$ cat config.mk
export PLATFORM = sky130hd
export DESIGN_NAME = midi_tx_serializer
export DESIGN_NICKNAME = d
export VERILOG_FILES = /design/src/rtl/midi_tx_serializer.sv
export SDC_FILE = /design/constraint.sdc
export NUM_CORES = 1
export LEC_CHECK = 0
export CORE_UTILIZATION = 50
export DETAILED_ROUTE_END_ITERATION = 16
export PLACE_DENSITY_LB_ADDON = 0.3
export REMOVE_ABC_BUFFERS = 1
export SYNTH_ARGS = -nofsm -noshare
export SYNTH_HDL_FRONTEND = slang
export SYNTH_SLANG_ARGS = --single-unit
$ cat constraint.sdc
create_clock -name clk -period 1.9 [get_ports clk]
set_input_delay 0.19 -clock clk [delete_from_list [all_inputs] [get_ports clk]]
set_output_delay 0.19 -clock clk [all_outputs]
set_load 0.01 [all_outputs]
$ cat src/rtl/midi_tx_serializer.sv
// midi_tx_serializer
//   Pops bytes from the upstream output FIFO and sends each one on `tx` as an
//   8-N-1 MIDI frame: a start bit (0), the data bits LSB first, then a stop
//   bit (1). The line idles high. The block drives the FIFO pop handshake
//   (`rd` / `oe_n`) itself.
//
// Parameters
//   WIDTH        data byte width; must match the FIFO width
//   CLKS_PER_BIT clk cycles per serial bit (>=1)
//   RD_LATENCY   cycles from the rd pulse to valid data_i (>=1)
//
// Ports
//   clk      in   sole clock, rising edge
//   reset    in   synchronous active-high reset
//   tx_en    in   1 allows a new frame to start
//   empty_n  in   FIFO has at least one byte
//   data_i   in   FIFO read data
//   rd       out  one-cycle FIFO pop strobe (REQ only)
//   oe_n     out  FIFO output enable, active low (REQ and WAIT)
//   tx       out  serial MIDI line, idle high
//   busy     out  high in every state except IDLE
//   tx_done  out  one-cycle pulse after a stop bit completes
module midi_tx_serializer #(
  parameter int WIDTH        = 8,
  parameter int CLKS_PER_BIT = 1,
  parameter int RD_LATENCY   = 1
) (
  input  logic             clk,
  input  logic             reset,
  input  logic             tx_en,
  input  logic             empty_n,
  input  logic [WIDTH-1:0] data_i,
  output logic             rd,
  output logic             oe_n,
  output logic             tx,
  output logic             busy,
  output logic             tx_done
);

  // The +1 keeps every counter at least one bit wide when its limit is 1.
  localparam int TMR_W  = $clog2(CLKS_PER_BIT) + 1;
  localparam int WAIT_W = $clog2(RD_LATENCY) + 1;
  localparam int CNT_W  = $clog2(WIDTH) + 1;

  localparam logic [TMR_W-1:0]  TMR_LAST  = TMR_W'(CLKS_PER_BIT - 1);
  localparam logic [WAIT_W-1:0] WAIT_LAST = WAIT_W'(RD_LATENCY - 1);
  localparam logic [CNT_W-1:0]  BIT_LAST  = CNT_W'(WIDTH - 1);

  typedef enum logic [2:0] {
    S_IDLE,
    S_REQ,
    S_WAIT,
    S_START,
    S_DATA,
    S_STOP
  } state_t;

  state_t            state;
  state_t            state_nxt;
  logic [TMR_W-1:0]  bit_tmr;
  logic [WAIT_W-1:0] wait_cnt;
  logic [CNT_W-1:0]  bit_cnt;
  logic [WIDTH-1:0]  shift;

  logic bit_end;
  logic wait_end;
  logic start_ok;

  assign bit_end  = (bit_tmr == TMR_LAST);
  assign wait_end = (wait_cnt == WAIT_LAST);
  assign start_ok = tx_en & empty_n;

  // State register
  always_ff @(posedge clk) begin
    if (reset) begin
      state <= S_IDLE;
    end else begin
      state <= state_nxt;
    end
  end

  // Next-state decode
  always_comb begin
    state_nxt = state;
    case (state)
      S_IDLE:  if (start_ok) state_nxt = S_REQ;
      S_REQ:   state_nxt = S_WAIT;
      S_WAIT:  if (wait_end) state_nxt = S_START;
      S_START: if (bit_end) state_nxt = S_DATA;
      S_DATA:  if (bit_end && (bit_cnt == BIT_LAST)) state_nxt = S_STOP;
      S_STOP: begin
        // empty_n and tx_en are only consulted here and in IDLE, so changes
        // during a frame never alter the frame in flight.
        if (bit_end) state_nxt = start_ok ? S_REQ : S_IDLE;
      end
      default: state_nxt = S_IDLE;
    endcase
  end

  // Timers, bit counter, shift register and the done pulse
  always_ff @(posedge clk) begin
    if (reset) begin
      bit_tmr  <= '0;
      wait_cnt <= '0;
      bit_cnt  <= '0;
      shift    <= '0;
      tx_done  <= 1'b0;
    end else begin
      tx_done <= (state == S_STOP) && bit_end;

      // Bit timer only runs while a bit is on the line; it restarts on every
      // state change and at each bit boundary inside DATA.
      if (state != state_nxt || bit_end) begin
        bit_tmr <= '0;
      end else if (state == S_START || state == S_DATA || state == S_STOP) begin
        bit_tmr <= bit_tmr + 1'b1;
      end else begin
        bit_tmr <= '0;
      end

      if (state == S_WAIT && !wait_end) begin
        wait_cnt <= wait_cnt + 1'b1;
      end else begin
        wait_cnt <= '0;
      end

      if (state != S_DATA) begin
        bit_cnt <= '0;
      end else if (bit_end) begin
        bit_cnt <= (bit_cnt == BIT_LAST) ? '0 : bit_cnt + 1'b1;
      end

      // Capture on the last WAIT edge, the same edge that enters START.
      if (state == S_WAIT && wait_end) begin
        shift <= data_i;
      end else if (state == S_DATA && bit_end) begin
        shift <= shift >> 1;
      end
    end
  end

  // Output decode, purely from registered state
  always_comb begin
    tx   = 1'b1;
    rd   = 1'b0;
    oe_n = 1'b1;
    busy = 1'b1;
    case (state)
      S_IDLE:  busy = 1'b0;
      S_REQ: begin
        rd   = 1'b1;
        oe_n = 1'b0;
      end
      S_WAIT:  oe_n = 1'b0;
      S_START: tx = 1'b0;
      S_DATA:  tx = shift[0];
      default: ;
    endcase
  end

endmodule

==> results of run 1 <==
-- repair_timing --
item | CTS | global route
setup endpoints to repair | 2 | 1
gates resized for setup | 2 | 2
setup buffers | 0 | 0
-- registers in the layout (all words and copies together) (netlist names) --
name / cells
shift: 8
bit_cnt: 4
state: 3
bit_tmr: 1
tx_done: 1
wait_cnt: 1
-- power by group --
group          internal [mW]  switching (mW)  total, mW
Combinational         0.0695          0.0440      0.114
Sequential             0.391          0.0195      0.410
Clock                 0.0735           0.108      0.182
-- cell families (layout without fill, tap and decap cells) --
logic type	count (synthesis)	after routing	share of synthesized area [%]
simple gates	37	37	27.9
flops	18	18	39.1
compound gates	17	17	13.3
buf+inv	10	26	7.34
mux	8	8	8.70
xor+xnor	2	2	1.90
fa+ha+maj	1	1	1.36
other cells	1	2	0.407
-- stage by stage --
stage               util, %  setup slack, ns  TNS, ns
floorplan                 -           -0.248    -1.89
CTS                    65.8           0.0252        0
global placement       64.3            0.319        0
finish                 66.0            0.103        0
detailed placement     64.3            0.293        0
global route           66.0          0.00131        0
-- cell usage after synthesis (2+ instances only) --
| cell type | n | share of area (%) |
|---|---|---|
| nand2_1 | 5 | 2.0 |
| nor2_1 | 5 | 2.0 |
| a211oi_1 | 6 | 4.9 |
| dfxtp_1 | 18 | 39 |
| a31oi_1 | 3 | 2.0 |
| buf_2 | 2 | 1.1 |
| nor3_1 | 10 | 5.4 |
| inv_1 | 3 | 1.2 |
| or2b_1 | 2 | 1.6 |
| and3_1 | 2 | 1.4 |
| a21oi_1 | 4 | 2.2 |
| mux2i_1 | 8 | 8.7 |
| nor2b_1 | 3 | 2.0 |
-- layer usage --
| metal | wire length, µm | vias to the layer above | global-route usage [%] |
|---|---|---|---|
| met5 | 0 | - | 0 |
| met4 | 32 | 0 | 10.9 |
| met3 | 40 | 4 | 3.60 |
| met2 | 729 | 15 | 28.2 |
| met1 | 832 | 331 | 24.5 |
| li1 | - | 377 | - |
-- layout make-up --
cell class              count  area, µm²
well taps                  25       31.3
multi-input cells          67        505
flip-flops and latches     18        367
repair buffers             20        203
clock buffers               3       22.5
fillers                   166        587
inverters                   3       11.3
-- critical path, cell delays in order (launching register included) --
cell and delay, ns:
dfxtp_4 0.40, or2b_1 0.25, nor3_1 0.14, a31oi_1 0.06, clkdlybuf4s50_1 0.49
-- path summary, 6_finish.rpt --
kind | startpoint | to | slack (ns) | depth (start not counted)
min reg2reg | bit_cnt[3] | bit_cnt[3] | 0.48 | 2
min | data_i[7] | shift[7] | 0.47 | 3
max reg2reg | state[0] | shift[3] | 0.39 | 4
max | state[2] | tx | 0.10 | 4
==> flow_metrics.env, run 1 <==
export IMPL_wirelength_um=1630
export IMPL_cts_reportedPaths_clkPinSlew_ns=0.10
export IMPL_placed_cell_area_um2=1110
export IMPL_die_height_um=44.9
export IMPL_grt_util_all_layers_pct=18.6
export IMPL_dr_total_vias=727
export IMPL_ys_warn_count=0
export IMPL_drive_gt1_share_pct=14.4
export IMPL_htree_levels=1
export IMPL_insertion_delay_ns=0.28
export IMPL_ioPinCount=17
export IMPL_hp_class="primary input to register"
export IMPL_ir_drop_v=0.000426
export IMPL_placed_cells_incl_taps=133
export IMPL_numPortBuffers=16
export IMPL_finalSetupViolCount=0
export IMPL_fin_area_um2=1140
export IMPL_n_antenna_cell=0
export IMPL_most_common_layout_cells="16 x clkdlybuf4s50_1, 15 x dfxtp_1, 10 x nor3_1"
export IMPL_ant_nets=0
export IMPL_post_route_drc_count=0
export IMPL_viasPerCell=5.35
export IMPL_grt_pass1_vias=636
export IMPL_ys_types=36
export IMPL_cts_buffer_depth=2
export IMPL_post_drt_wl_per_cell_um=12.0
export IMPL_final_common_cell="clkdlybuf4s50_1"
export IMPL_fmax_mhz=556
export IMPL_synth_avg_cell_area_um2=9.80
export IMPL_grt_max_degree=18
export IMPL_clkSinkCount=18
export IMPL_core_area_um2=1730
export IMPL_leakagePower_nw=0.411
export IMPL_area_growth_pct=23.8
export IMPL_dr_pass1_iters=3
export IMPL_rsz0062_at_grt="no"
export IMPL_power_density_nw_per_um2=619
export IMPL_start_util_pct=53.3
export IMPL_hold_viol=0
export IMPL_maxSlewViolCount=0
export IMPL_synth_edf_count=0
export IMPL_crit_type="register to primary output"
export IMPL_drtIter0Drc=6
export IMPL_fp_row_count=15
export IMPL_p_total_uw=706
export IMPL_die_w_um=44.9
export IMPL_die_area_um2=2020
export IMPL_finalHoldWorstSlack_ns=0.469
export IMPL_netlist_area_um2=921
export IMPL_finalWeightedCongestion=0.775
export IMPL_syn_inst=94
export IMPL_skew_ns=0.00186
export IMPL_cp_arrival_ns=1.61
export IMPL_critPathMaxFanout=8
export IMPL_ys_flop_type="dfxtp_1"
export IMPL_cts_hold_buf=0
export IMPL_antenna_found_initial=0
export IMPL_endpoint_kind="primary output"
export IMPL_synthArstFlopShare_pct=0
export IMPL_finalCritPeriodShare_pct=94.6
export IMPL_finalWorstPathRequiredPeriod_ns=1.80
export IMPL_dp_hpwl_um=1200
export IMPL_grt_pass1_wl_um=2680
export IMPL_cts_tree="built"
export IMPL_cp_required_ns=1.71
export IMPL_fin_nets=126
export IMPL_synth_seq_area_share_pct=39.1
export IMPL_cap_violations=0
export IMPL_clock_root_buffer="clkbuf_4"
export IMPL_start_kind="register"
export IMPL_grt_overflow=0
export IMPL_finalNonFillerCells=136
export IMPL_cts_made_buffers=3
export IMPL_ys_ff_latch=18
export IMPL_status="finished, final reports clean"
Power figures use the tool's default switching activity.
==> run 2: changes to the inputs <==
Settings changed: CORE_UTILIZATION 50 to 54.
Clock period 1.9 ns to 2.14 ns, I/O delays scaled along.
==> run 2 against run 1 <==
Sequential share of layout area grew 0.12 points. Critical endpoint unchanged. Highest routed layer unchanged. Setup slack improved by 0.028 ns. Combinational power is 18% lower. Critical path type unchanged. First-iteration DRC count shrank 17%.
==> flow_metrics.env, run 2 (synthesis results as in run 1) <==
export IMPL_cts_setup_buffers=0
export IMPL_fp_row_count=14
export IMPL_worst_path_largest_cell_delay_ns=0.57
export IMPL_grt_util_all_layers_pct=21.4
export IMPL_finalNonFillerCells=127
export IMPL_skew_ns=0.00130
export IMPL_post_drt_wl_per_cell_um=12.6
export IMPL_cp_arrival_ns=1.80
export IMPL_finalWorstPathRequiredPeriod_ns=2.01
export IMPL_crit_slowest_cell="dfxtp_1"
export IMPL_placed_cell_area_um2=1080
export IMPL_finalWeightedCongestion=0.842
export IMPL_drive_gt1_share_pct=11.7
export IMPL_finalCritPeriodShare_pct=93.9
export IMPL_path_cells="or2b_1 -> nor3_1 -> a31oi_1 -> clkdlybuf4s50_1"
export IMPL_numPortBuffers=16
export IMPL_htree_levels=1
export IMPL_cp_required_ns=1.93
export IMPL_regMostFlops="shift"
export IMPL_hold_viol=0
export IMPL_ant_nets=0
export IMPL_area_growth_pct=21.2
export IMPL_cts_buffer_depth=2
export IMPL_dr_pass1_iters=4
export IMPL_dp_slack_ns=0.465
export IMPL_grt_max_degree=18
export IMPL_drtIter0Drc=5
export IMPL_clkSinkCount=18
export IMPL_viasPerCell=5.72
export IMPL_wirelength_um=1600
export IMPL_post_cts_resized=0
export IMPL_ir_drop_v=0.000484
export IMPL_cts_reportedPaths_clkPinSlew_ns=0.10
export IMPL_finalHoldWorstSlack_ns=0.474
export IMPL_final_common_cell="dfxtp_1"
export IMPL_insertion_delay_ns=0.30
export IMPL_grt_pass1_vias=697
export IMPL_die_area_um2=1870
export IMPL_placed_cells_incl_taps=123
export IMPL_cts_hold_buf=0
export IMPL_cts_tree="built"
export IMPL_die_w_um=43.3
export IMPL_die_height_um=43.3
export IMPL_rsz0062_at_grt="no"
export IMPL_largest_registers="shift (8), bit_cnt (4), state (3)"
export IMPL_fin_setup_tns_ns=0
export IMPL_rrSetupSlack_ns=0.44
export IMPL_grt_overflow=0
export IMPL_fin_nets=125
export IMPL_post_route_drc_count=0
export IMPL_leakagePower_nw=0.408
export IMPL_cts_made_buffers=3
export IMPL_critPathMaxFanout=11
export IMPL_start_util_pct=59.7
export IMPL_dp_hpwl_um=1160
export IMPL_endpoint_kind="primary output"
export IMPL_n_antenna_cell=0
export IMPL_finalSetupViolCount=0
export IMPL_antenna_found_initial=0
export IMPL_status="finished, final reports clean"
export IMPL_fmax_mhz=498
export IMPL_power_density_nw_per_um2=599
export IMPL_ioPinCount=17
export IMPL_grt_pass1_wl_um=2970
export IMPL_dr_total_vias=726
export IMPL_crit_type="register to primary output"
export IMPL_core_area_um2=1540
export IMPL_most_common_layout_cells="18 x dfxtp_1, 16 x clkdlybuf4s50_1, 10 x nor3_1"
export IMPL_cap_violations=0
export IMPL_setup_ws_ns=0.130
export IMPL_hp_class="primary input to register"
export IMPL_start_kind="register"
export IMPL_clock_root_buffer="clkbuf_4"
export IMPL_fin_area_um2=1120
export IMPL_largest_register_ffs=8
export IMPL_maxSlewViolCount=0
run 2: cell types whose count changed in the layout (fill, tap and decap cells not counted):
cell | previous run | this run
dfxtp_1 | 15 | 18
clkbuf_8 | 0 | 1
dfxtp_4 | 1 | 0
buf_12 | 1 | 0
dfxtp_2 | 2 | 0
run 2: through the flow:
step	utilization [%]	total power, mW
after floorplan	-	0.416
after global placement	70.0	0.464
after detailed placement	70.0	0.467
after CTS	72.4	0.677
after global routing	72.4	0.704
final	72.4	0.669
run 2: routing by layer:
metal  up-vias  share of wire, %  track usage [%]
met3         4               4.3             6.81
li1        372                 -                -
met4         0               2.1             9.09
met2        16                45             32.8
met5         -                 0                0
met1       334                48             27.4
run 2: worst max-delay path: cells and delay by family (launching register included):
kind,cells,cell delay (ns)
AO/OA/AOI/OAI,1,0.15
flip-flops,1,0.57
AND/OR/NAND/NOR,2,0.21
buffers and inverters,1,0.55
run 2: final timing paths:
check	cells past startpoint	endpoint	from
worst min-delay path	3	shift[7]	data_i[7]
worst max register to register	4	shift[3]	state[1]
worst min register to register	2	bit_cnt[3]	bit_cnt[3]
worst max-delay path	4	tx	state[1]
run 2: area by class of cell:
type,instances,area (µm²)
Clock buffer,4,36.3
Fill cell,117,425
Inverter,3,11.3
Multi-Input combinational cell,67,505
Sequential cell,18,360
Tap cell,16,20.0
Timing Repair Buffer,19,183
run 2: where the power goes:
group	internal, mW	switching, mW	leakage (nW)
Sequential	0.347	0.0182	0.146
Clock	0.104	0.106	0.0210
Combinational	0.0579	0.0359	0.241
Total	0.509	0.160	0.408
==> run 3: changes to the inputs <==
Settings changed: CORE_MARGIN set to 8, SETUP_SLACK_MARGIN set to 0.5, SLEW_MARGIN set to 30.
==> run 3 against run 2 <==
Flip-flop and latch count is the same. Via count grew 2.3%. Clock-buffer cell count shrank 1. Register-to-register slack gained 0.18 ns. Clock skew grew 0.00080 ns. Setup slack gained 0.47 ns. Largest cell class unchanged.
==> flow_metrics.env, run 3 (synthesis results as in run 1) <==
export IMPL_fmax_mhz=648
export IMPL_grt_max_degree=18
export IMPL_path_cells="or2b_1 -> nor3_2 -> a31oi_1 -> clkdlybuf4s15_1"
export IMPL_seqPwrFrac_pct=57.7
export IMPL_holdPathStages=2
export IMPL_die_area_um2=3280
export IMPL_p_switching_uw=154
export IMPL_fin_area_um2=1150
export IMPL_final_common_cell="dfxtp_1"
export IMPL_dr_max_layer_used="met4"
export IMPL_p_total_uw=625
export IMPL_critPathMaxFanout=6
export IMPL_start_kind="register"
export IMPL_cts_buffer_depth=2
export IMPL_power_density_nw_per_um2=544
export IMPL_clkSinkCount=18
export IMPL_worst_path_largest_cell_delay_ns=0.38
export IMPL_cts_hold_buf=0
export IMPL_finalWeightedCongestion=0.706
export IMPL_cp_arrival_ns=1.33
export IMPL_wirelength_um=1770
export IMPL_rrSetupSlack_ns=0.62
export IMPL_finalCritPeriodShare_pct=72.1
export IMPL_r2r_start="state[0]"
export IMPL_fp_row_count=15
export IMPL_htree_levels=1
export IMPL_wl_met1_um=769
export IMPL_hold_viol=0
export IMPL_wl_met2_um=905
export IMPL_crit_type="register to primary output"
export IMPL_rsz0062_at_grt="no"
export IMPL_maxSlewViolCount=0
export IMPL_ioPinCount=17
export IMPL_placed_cells_incl_taps=124
export IMPL_crit_slowest_cell="dfxtp_4"
export IMPL_antenna_found_initial=0
export IMPL_cap_violations=0
export IMPL_ant_nets=0
export IMPL_route_met3_wl_um=65
export IMPL_cts_reportedPaths_clkPinSlew_ns=0.09
export IMPL_hp_start="bit_cnt[3]"
export IMPL_die_height_um=57.3
export IMPL_r2r_end="shift[4]"
export IMPL_hp_class="register to register"
export IMPL_grt_pass1_vias=668
export IMPL_dp_hpwl_um=1280
export IMPL_finalSetupViolCount=0
export IMPL_die_w_um=57.3
export IMPL_start_util_pct=55.1
export IMPL_internal_power_uw=471
export IMPL_holdPathEnd="bit_cnt[3]"
export IMPL_post_drt_wl_per_cell_um=13.4
export IMPL_status="finished, final reports clean"
export IMPL_worst_r2r_path_depth=4
export IMPL_largest_registers="shift (8), bit_cnt (4), state (3)"
export IMPL_numPortBuffers=16
export IMPL_most_common_layout_cells="15 x dfxtp_1, 12 x clkdlybuf4s50_1, 9 x nor3_1"
export IMPL_grt_pass1_wl_um=2790
export IMPL_grt_overflow=0
export IMPL_p_clk_share_pct=26.0
export IMPL_utilization_pct=68.8
export IMPL_endpoint_kind="primary output"
export IMPL_ir_drop_v=0.000349
export IMPL_fin_nets=130
export IMPL_leakagePower_nw=0.451
export IMPL_swShare_pct=24.6
export IMPL_placed_cell_area_um2=1070
export IMPL_finalWorstPathRequiredPeriod_ns=1.54
export IMPL_insertion_delay_ns=0.29
export IMPL_clock_root_buffer="clkbuf_4"
export IMPL_cp_required_ns=1.93
export IMPL_largest_register_ffs=8
export IMPL_cts_made_buffers=3
export IMPL_drtIter0Drc=17
export IMPL_skew_ns=0.00211
export IMPL_setup_ws_ns=0.598
export IMPL_dr_pass1_iters=4
export IMPL_dr_total_vias=743
export IMPL_cts_tree="built"
export IMPL_regMostFlops="shift"
export IMPL_dp_slack_ns=0.464
export IMPL_grt_util_all_layers_pct=10.6
export IMPL_comb_power_share_pct=16.2
export IMPL_post_route_drc_count=0
export IMPL_drive_gt1_share_pct=19.1
export IMPL_viasPerCell=5.63
export IMPL_core_area_um2=1670
export IMPL_n_antenna_cell=0
export IMPL_finalNonFillerCells=132
export IMPL_area_growth_pct=24.7
## run 3: layout make-up
type / instances / area (µm²)
multi-input cells: 67 / 504
fillers: 139 / 522
well taps: 17 / 21.3
clock buffers: 3 / 22.5
flip-flops and latches: 18 / 372
inverters: 3 / 11.3
repair buffers: 24 / 218
## run 3: per-stage QoR
stage               TNS, ns  hold WS (ns)
floorplan           -0.0502         0.279
global placement          0         0.453
detailed placement        0         0.466
CTS                       0         0.465
global route              0         0.509
finish                    0         0.473
## run 3: timing repair
item                                   4_1_cts  5_1_grt
endpoints found under the hold margin        0        0
setup endpoints to repair                   11        2
gates resized for setup                      9        4
pin swaps                                    0        0
buffers inserted                             0        5
## run 3: how the worst max path moves through the flow
| stage | slack (ns) | cells past startpoint | start | to |
|---|---|---|---|---|
| floorplan | -0.008 | 3 | state[1] | shift[0] |
| global placement | 0.51 | 4 | state[1] | tx |
| detailed placement | 0.46 | 4 | state[1] | shift[4] |
| CTS | 0.49 | 3 | state[1] | busy |
| global route | 0.52 | 4 | state[2] | rd |
| finish | 0.60 | 4 | state[1] | tx |
## run 3: per-layer routing
layer | up-vias | track usage [%]
met5 | - | 0
met2 | 11 | 17.7
li1 | 383 | -
met3 | 5 | 4.26
met4 | 0 | 5.36
met1 | 344 | 11.3
## run 3: power groups by stage
| stage | Combinational, mW | Clock (mW) | Sequential, mW |
|---|---|---|---|
| global placement | 0.0923 | 0 | 0.371 |
| floorplan | 0.0477 | 0 | 0.368 |
| finish | 0.101 | 0.163 | 0.361 |
| CTS | 0.0906 | 0.170 | 0.363 |
| detailed placement | 0.0937 | 0 | 0.372 |
| global route | 0.111 | 0.186 | 0.363 |
## run 3: worst max-delay path, delay by kind of cell (launching register included)
kind / cells / cell delay [ns]
flip-flops: 1 / 0.38
AND/OR/NAND/NOR: 2 / 0.37
buffers and inverters: 1 / 0.23
AO/OA/AOI/OAI: 1 / 0.06
